File: src/rtl/riscv_wb_arbiter.sv
// Writeback arbiter: merges two in-order pipe results and a buffered
// long-latency LSU result stream onto two registered regfile write ports.
// Ports:
//   clk, rst               clock, asynchronous active-high reset
//   p0_* / p1_*            pipe results (p0 older, p1 younger), never stalled
//   lsu_valid/ready/waddr/wdata  LSU result handshake
//   waddr0/wdata0, waddr1/wdata1 registered regfile write ports (addr 0 = idle)
//   stall_issue            registered request for issue bubbles
//   buf_count              LSU buffer occupancy
module riscv_wb_arbiter #(
    parameter int unsigned DEPTH        = 4,
    parameter int unsigned STARVE_LIMIT = 8
) (
    input  logic                  clk,
    input  logic                  rst,
    input  logic                  p0_valid,
    input  logic [4:0]            p0_waddr,
    input  logic [31:0]           p0_wdata,
    input  logic                  p1_valid,
    input  logic [4:0]            p1_waddr,
    input  logic [31:0]           p1_wdata,
    input  logic                  lsu_valid,
    output logic                  lsu_ready,
    input  logic [4:0]            lsu_waddr,
    input  logic [31:0]           lsu_wdata,
    output logic [4:0]            waddr0,
    output logic [31:0]           wdata0,
    output logic [4:0]            waddr1,
    output logic [31:0]           wdata1,
    output logic                  stall_issue,
    output logic [$clog2(DEPTH):0] buf_count
);
    localparam int unsigned PW = $clog2(DEPTH);
    localparam int unsigned CW = PW + 1;
    localparam int unsigned SW = $clog2(STARVE_LIMIT + 1);

    logic [4:0]    buf_addr [DEPTH];
    logic [31:0]   buf_data [DEPTH];
    logic [PW-1:0] head;
    logic [PW-1:0] tail;
    logic [PW-1:0] head1;
    logic [SW-1:0] starve;

    logic          p0_wr;
    logic          p1_wr;
    logic [1:0]    free;
    logic [1:0]    n_drain;
    logic          lsu_acc;
    logic          bypass;
    logic          enq;
    logic [4:0]    c0_addr;
    logic [31:0]   c0_data;
    logic [4:0]    c1_addr;
    logic [31:0]   c1_data;
    logic [4:0]    a0_n;
    logic [31:0]   d0_n;
    logic [4:0]    a1_n;
    logic [31:0]   d1_n;
    logic [CW-1:0] count_n;
    logic [SW-1:0] starve_n;
    logic          stall_n;

    // A bypass implies a non-full buffer, so occupancy alone decides readiness.
    assign lsu_ready = buf_count < CW'(DEPTH);

    // Port allocation, buffer drain/fill and starvation bookkeeping.
    always_comb begin
        p1_wr   = p1_valid && (p1_waddr != 5'd0);
        // Younger pipe wins a same-rd collision; the older write is dropped.
        p0_wr   = p0_valid && (p0_waddr != 5'd0) && !(p1_wr && (p0_waddr == p1_waddr));
        free    = 2'd2 - {1'b0, p0_wr} - {1'b0, p1_wr};
        lsu_acc = lsu_valid && lsu_ready;
        bypass  = lsu_acc && (lsu_waddr != 5'd0) && (buf_count < CW'(free));
        enq     = lsu_acc && (lsu_waddr != 5'd0) && !bypass;
        n_drain = (buf_count < CW'(free)) ? buf_count[1:0] : free;
        head1   = head + PW'(1);

        // Fill candidates in age order: buffer head, next entry, then LSU.
        c0_addr = 5'd0;
        c0_data = 32'd0;
        c1_addr = 5'd0;
        c1_data = 32'd0;
        if (buf_count != CW'(0)) begin
            c0_addr = buf_addr[head];
            c0_data = buf_data[head];
            if (buf_count >= CW'(2)) begin
                c1_addr = buf_addr[head1];
                c1_data = buf_data[head1];
            end else if (bypass) begin
                c1_addr = lsu_waddr;
                c1_data = lsu_wdata;
            end
        end else if (bypass) begin
            c0_addr = lsu_waddr;
            c0_data = lsu_wdata;
        end

        // p1 owns port 0, p0 owns port 1; candidates fill the lowest free port.
        a0_n = c0_addr;
        d0_n = c0_data;
        if (p1_wr) begin
            a0_n = p1_waddr;
            d0_n = p1_wdata;
        end
        a1_n = c1_addr;
        d1_n = c1_data;
        if (p0_wr) begin
            a1_n = p0_waddr;
            d1_n = p0_wdata;
        end else if (p1_wr) begin
            a1_n = c0_addr;
            d1_n = c0_data;
        end

        count_n = buf_count + CW'(enq) - CW'(n_drain);

        starve_n = starve;
        if ((buf_count == CW'(0)) || (n_drain != 2'd0)) begin
            starve_n = '0;
        end else if (starve != SW'(STARVE_LIMIT)) begin
            starve_n = starve + SW'(1);
        end

        // Set on starvation or full; hold until nearly empty and not starving.
        stall_n = (starve == SW'(STARVE_LIMIT)) || (buf_count == CW'(DEPTH)) ||
                  (stall_issue && !((buf_count <= CW'(DEPTH - 2)) && (starve == '0)));
    end

    // Control and output registers.
    always_ff @(posedge clk or posedge rst) begin
        if (rst) begin
            waddr0      <= 5'd0;
            wdata0      <= 32'd0;
            waddr1      <= 5'd0;
            wdata1      <= 32'd0;
            stall_issue <= 1'b0;
            buf_count   <= '0;
            head        <= '0;
            tail        <= '0;
            starve      <= '0;
        end else begin
            waddr0      <= a0_n;
            wdata0      <= d0_n;
            waddr1      <= a1_n;
            wdata1      <= d1_n;
            stall_issue <= stall_n;
            buf_count   <= count_n;
            head        <= head + PW'(n_drain);
            tail        <= tail + PW'(enq);
            starve      <= starve_n;
        end
    end

    // Buffer storage; contents are meaningless outside head..tail.
    always_ff @(posedge clk) begin
        if (enq && !rst) begin
            buf_addr[tail] <= lsu_waddr;
            buf_data[tail] <= lsu_wdata;
        end
    end

endmodule

File: config.mk
export PLATFORM = sky130hd
export DESIGN_NAME = riscv_wb_arbiter
export DESIGN_NICKNAME = d
export VERILOG_FILES = /design/src/rtl/riscv_wb_arbiter.sv
export SDC_FILE = /design/constraint.sdc
export NUM_CORES = 1
export LEC_CHECK = 0
export ABC_AREA = 1
export CELL_PAD_IN_SITES_DETAIL_PLACEMENT = 0
export CELL_PAD_IN_SITES_GLOBAL_PLACEMENT = 1
export CORE_ASPECT_RATIO = 2
export CORE_MARGIN = 1.5
export CORE_UTILIZATION = 32
export CTS_CLUSTER_DIAMETER = 30
export DETAILED_ROUTE_END_ITERATION = 8
export GPL_TIMING_DRIVEN = 0
export PLACE_DENSITY = 0.74
export SLEW_MARGIN = 20
export SYNTH_ARGS = -nofsm -noshare
export SYNTH_HDL_FRONTEND = slang
export SYNTH_SLANG_ARGS = --single-unit
File: constraint.sdc
create_clock -name clk -period 4.9 [get_ports clk]
set_input_delay 1.225 -clock clk [delete_from_list [all_inputs] [get_ports clk]]
set_output_delay 1.225 -clock clk [all_outputs]
set_load 0.01 [all_outputs]
Word-level counts from Yosys, hierarchy flattened

Memories as Yosys holds them, arrays and structs flattened.
Index checks and enable logic that the tools add are counted.

Add/sub/neg operators: 8
Magnitude comparators: 4
Equal/unequal tests: 4
Muxes and demuxes: 19
Reduce and logical (&&, ||, !) cells: 26

Operators by type and width:

| cell                                                                                | number |
|---|---|
| 32-bit 2-to-1 mux                                                                   | 7 |
| 5-bit 2-to-1 mux                                                                    | 7 |
| 5-bit nonzero test                                                                  | 3 |
| 1-bit logical AND                                                                   | 11 |
| 4-bit 2-to-1 mux                                                                    | 2 |
| 5-bit equality test                                                                 | 1 |
| 4-bit by 1-bit adder with 4-bit output, second input constant                       | 1 |
| 4-bit equality test, second input constant                                          | 1 |
| 1-bit zero test                                                                     | 4 |
| 4-bit zero test                                                                     | 1 |
| 4-bit != test, second input constant                                                | 1 |
| 2-bit nonzero test                                                                  | 2 |
| 3-bit by 1-bit adder with 3-bit output                                              | 1 |
| 3-bit equality test, second input constant                                          | 1 |
| 3-bit by 2-bit greater-or-equal comparator with 1-bit output, second input constant | 1 |
| 3-bit by 2-bit <= comparator with 1-bit output, second input constant               | 1 |
| 3-bit zero test                                                                     | 1 |
| 1-bit logical OR                                                                    | 3 |
| 3-bit by 2-bit < comparator with 1-bit output                                       | 1 |
| 3-bit < comparator, second input constant                                           | 1 |
| 3-bit nonzero test                                                                  | 1 |
| 3-bit by 2-bit subtractor with 3-bit output                                         | 1 |
| 2-bit by 1-bit adder with 2-bit output                                              | 1 |
| 2-bit by 1-bit adder with 2-bit output, second input constant                       | 1 |
| 5 further kinds                                                                     | 6 |

Bits in registers: 86
RAM bits: 148
Output and inout bits: 79
Word-level logic and storage cells: 72
Memories kept: 2

Memory list:

| memory   | words | bits a word | read ports | clocked after Yosys merged registers in | wr ports | line | RTL |
|---|---|---|---|---|---|---|---|
| buf_data | 4     | 32          | 2          | 0                                       | 1        | 38   | `logic [31:0] buf_data [DEPTH];` |
| buf_addr | 4     | 5           | 2          | 0                                       | 1        | 37   | `logic [4:0] buf_addr [DEPTH];` |

Longest topological paths before layout

Depth in word-level cells: 14
Depth in mapped cells: 18
Gate-level depth less buffers: 18

Least setup slack after synthesis

No wires, ideal clock.

Kind: input to register
Start: input rst
End: memory buf_addr[0][0] (enable)
Setup time: 0.477 ns
Data arrival time: 5.991 ns
Data required time: 4.423 ns
Path slack: -1.568 ns
Cell stages on the path: 3
Buffers on the path: 0
Cell sequence: inv_1 -> nand2_1 -> nor3_1

Word-level cells in the longest chain between the ends: 4

Ends and longest elaborated chain:

| element                                | line | RTL |
|---|---|---|
| start: declaration                     | 15   | `input logic rst,` |
| 1-bit zero test                        | 156  | `if (enq && !rst) begin` |
| 1-bit logical AND                      | 156  |  |
| 1-bit 2-to-1 mux                       | 156  |  |
| 1-bit 2-to-1 mux (implied by the code) | 157  | `buf_addr[tail] <= lsu_waddr;` |
| end: declaration                       | 37   |  |

No other way between the ends.

Final worst setup path

Start: input lsu_waddr[1]
End: memory buf_data[3][17] (enable)

Word-level cells in the longest chain between the ends: 8

Ends and longest elaborated chain:

| element                                    | line   | RTL |
|---|---|---|
| start: declaration                         | 24     | `input logic [4:0] lsu_waddr,` |
| 5-bit nonzero test (*)                     | 73, 74 |  |
| 1-bit logical AND (*)                      | 73, 74 |  |
| 1-bit logical AND                          | 73     | `bypass = lsu_acc && (lsu_waddr != 5'd0) && (buf_count < CW'(free));` |
| 1-bit zero test                            | 74     | `enq = lsu_acc && (lsu_waddr != 5'd0) && !bypass;` |
| 1-bit logical AND (*)                      | 74     |  |
| 1-bit logical AND (*)                      | 156    |  |
| 1-bit 2-to-1 mux (*)                       | 156    |  |
| 1-bit 2-to-1 mux (implied by the code) (*) | 158    | `buf_data[tail] <= lsu_wdata;` |
| end: declaration                           | 38     |  |

Every way passes the cells marked *; elsewhere a longest branch is shown, timed or not.

==> metrics.md <==
| Metric | Value |
|---|---|
| Final Non-Filler Cells | 2,050 |
| WHS | 509 ps |
| Area Growth Syn to Fin | 34.0% |
| Clk pwr share | 26.3% |
| Endpoints failing setup | 0 |
| Placed instance area | 14,700 um2 |
| Met2 usage | 43.9% |
| Hold/Removal Path Class | flip-flop to flip-flop |
| Final period util | 90.2% |
| Pwr dens | 619 nW/um2 |
| YS warnings | 0 |
| Power consumption | 9.83 mW |
| Initial Utilization | 32.5% |
| Net switching power | 4.08 mW |
| Seq/Total Area, Yosys | 55.7% |
| Worst slew margin | 30.9% |
| Initial antenna violation count | 2 |
| Core area | 36,400 um2 |
| Crit path launch type | primary input |
| Routed len/inst | 21.0 um |
| Clock Path Buffers | 3 |
| Vias in the first global route | 11,151 |
| Critical path required time | 5130 ps |
| Critical Path Sink | buf_data[3][17] |
| Ys async rst share | 36.8% |
| Main flop type after synthesis | edfxtp_1 |
| CP Max Fanout | 12 |
| Die Ht | 275 um |
| Hold Vio Cnt, Final | 0 |
| Failing checks | DRC |
| Switch share | 41.4% |
| Most frequent cells in the layout | 388 x nand2_1, 194 x clkdlybuf4s50_1, 148 x edfxtp_1, 112 x a21oi_1, 97 x nand3_1 |
| Mapped Area | 11,800 um2 |
| Commonest non-fill, non-tap cell in the layout | nand2_1 |
| Crit-path cells | clkdlybuf4s50_1 > nor3_1 > nand2_1 > nand3_1 > inv_1 > buf_2 > buf_2 > nand2_1 > inv_1 > nand2_1 > nor3_4 > buf_8 > buf_8 > buf_8 |
| Status | finished with violations |
| GR Util All Layers | 22.4% |
| Setup TNS Final | 0 ps |
| Design area | 15,900 um2 |
| Max-cap violation count | 0 |
| DP HPWL | 32.0 mm |
| Nets | 1,693 |
| R2R Path Start | buf_count[2] |
| Highest Clock Rate | 226 MHz |
| Slowest CP cell | clkdlybuf4s50_1 |
| DP Cell Count | 1,984 |
| TritonCTS clock tree | yes |
| Clock Root Buffer | clkbuf_16 |
| Share of power burned in combinational logic | 46.8% |
| Worst setup margin | 479 ps |
| DR pass1 iterations | 7 |
| # port buffers | 194 |
| Met1 Resource Use GR | 22.1% |
| Post-Place Worst Slack | -58.1 ps |
| Int Pwr | 5.76 mW |
| Top delay family on crit path | buffers and inverters |
| FF+latch count, synth | 234 |
| Post-cts sizing count | 0 |
| Unique masters post-synth | 33 |
| Worst r2r path cells | 12 |
| Buf/Inv on CP | 8 |
| Busiest layer in global routing | met2 |
| Final GP Congestion | 0.903 |
| Final core utilization | 43.6% |
| Unrepaired setup endpoints after global routing | false |
| First-pass GRT wire length | 64.4 mm |
| Post-Synthesis Cells | 1,321 |
| Detail Route Antenna Nets | 0 |
| Skew final | 16.0 ps |
| FP Rows | 99 |
| Slew of the pin with the lowest slew margin | 1040 ps |
| H-tree depth | 2 |
| M3 GR Usage | 3.32% |
| Hold-fix buffers, CTS | 0 |
| Die Wd | 139 um |
| DR vias/cell | 5.25 |
| Setup bufs post-CTS | 0 |
| Arr. time, crit path | 4650 ps |
| Max IR drop VDD | 0.000317 V |
| Levels on crit path | 14 |
| R2r endpoint | buf_data[3][17] |
| Clock transition at path regs | 50 ps |
| # IOs | 195 |
| Crit path kind | primary input to flip-flop |
| Crit end category | flip-flop |
| Pleak | 6.75 nW |
| CP max stage delay | 680 ps |
| Count of flip-flops with a built-in enable after synthesis | 148 |
| Pin count of the biggest net entering global routing | 32 |
| Clock latency reported for the late side of the worst-skew pair | 520 ps |
| Via count | 10,769 |
| Residual DRC count | 1 |
| Minimum clock period | 4420 ps |
| Number of CTS-inserted buffers | 36 |
| 1st-iter DRT viols | 965 |
| R2R Setup Slk | 1360 ps |
| Share of layout cells above drive strength 1 | 10.0% |
| First element of the critical path | lsu_waddr[1] |
| Syn Nets | 1,446 |
| Remaining global-route overflow | 0 |
| Clk sinks | 234 |
| Final Max Slew Viols | 0 |
| Sequential power share | 26.8% |
| Layout filler cell count | 3,580 |
| Syn avg cell area | 8.97 um2 |
| Die area | 38,200 um2 |
| DRT Wirelength | 43.1 mm |
[area by class of cell]
| type | count | area (um2) | share of cell area (%) |
|---|---|---|---|
| diodes | 2 | 5.00 | 0.0315 |
| plain buffers | 91 | 419 | 2.64 |
| clock buffers | 42 | 955 | 6.01 |
| clock inverters | 22 | 256 | 1.62 |
| inverters | 86 | 329 | 2.07 |
| multi-input cells | 910 | 4550 | 28.6 |
| flip-flops and latches | 234 | 6600 | 41.6 |
| well taps | 454 | 568 | 3.58 |
| repair buffers | 209 | 2200 | 13.8 |
[cells in the mapped netlist (all sizes together), types with 6 or more instances]
cell type	n	share of area, %
dfrtp	86	18
nor2	70	2.2
nor3	9	0.38
nand4	41	3.8
o21ai	84	3.6
or2	16	0.85
o211ai	33	2.1
nand3	98	4.2
edfxtp	148	38
xor2	6	0.44
clkbuf	47	1.5
ha	8	0.85
inv	85	2.7
a21oi	112	4.7
o22ai	35	1.8
nand2	389	12
buf	44	2.0
[how the worst min path moves through the flow]
stage	depth (start not counted)	startpoint	endpoint	slack, ps
3_5_place_dp	1	head[0]	head[0]	500
5_1_grt	1	head[0]	head[0]	510
3_3_place_gp	1	head[0]	head[0]	490
2_1_floorplan	1	head[0]	head[0]	470
4_1_cts	1	head[0]	head[0]	510
6_report	1	head[0]	head[0]	510
[state kept, by name (all words and copies together), names as in the netlist]
name and cells:
buf_data 128, wdata1 32, stall_issue 1, waddr1 5, tail 2, waddr0 5
head 2, buf_count 3, buf_addr 20, wdata0 32, starve 4
[routing by layer]
layer  wire length, um  up-vias
li1                  -     5037
met5                 0        -
met1             14700     5067
met4              2170        0
met3              2430      144
met2             23900      521
[cell families after synthesis]
group	synth area share, %
adders and majority gates	1.01
DFF	55.7
and+or+nand+nor	23.8
xor gates and xnor gates	0.592
buffers and inverters	6.29
AOI/OAI and AO/OA	12.6
[power by group through the flow]
stage               logic [mW]  registers, mW  clock network, mW
finish                    4.61           2.64               2.59
global route              5.02           2.68               2.70
CTS                       4.59           2.64               2.62
detailed placement        4.57           2.67                  0
global placement          4.45           2.67                  0
floorplan                 2.51           2.79                  0
(Power assumes the default switching activity.)
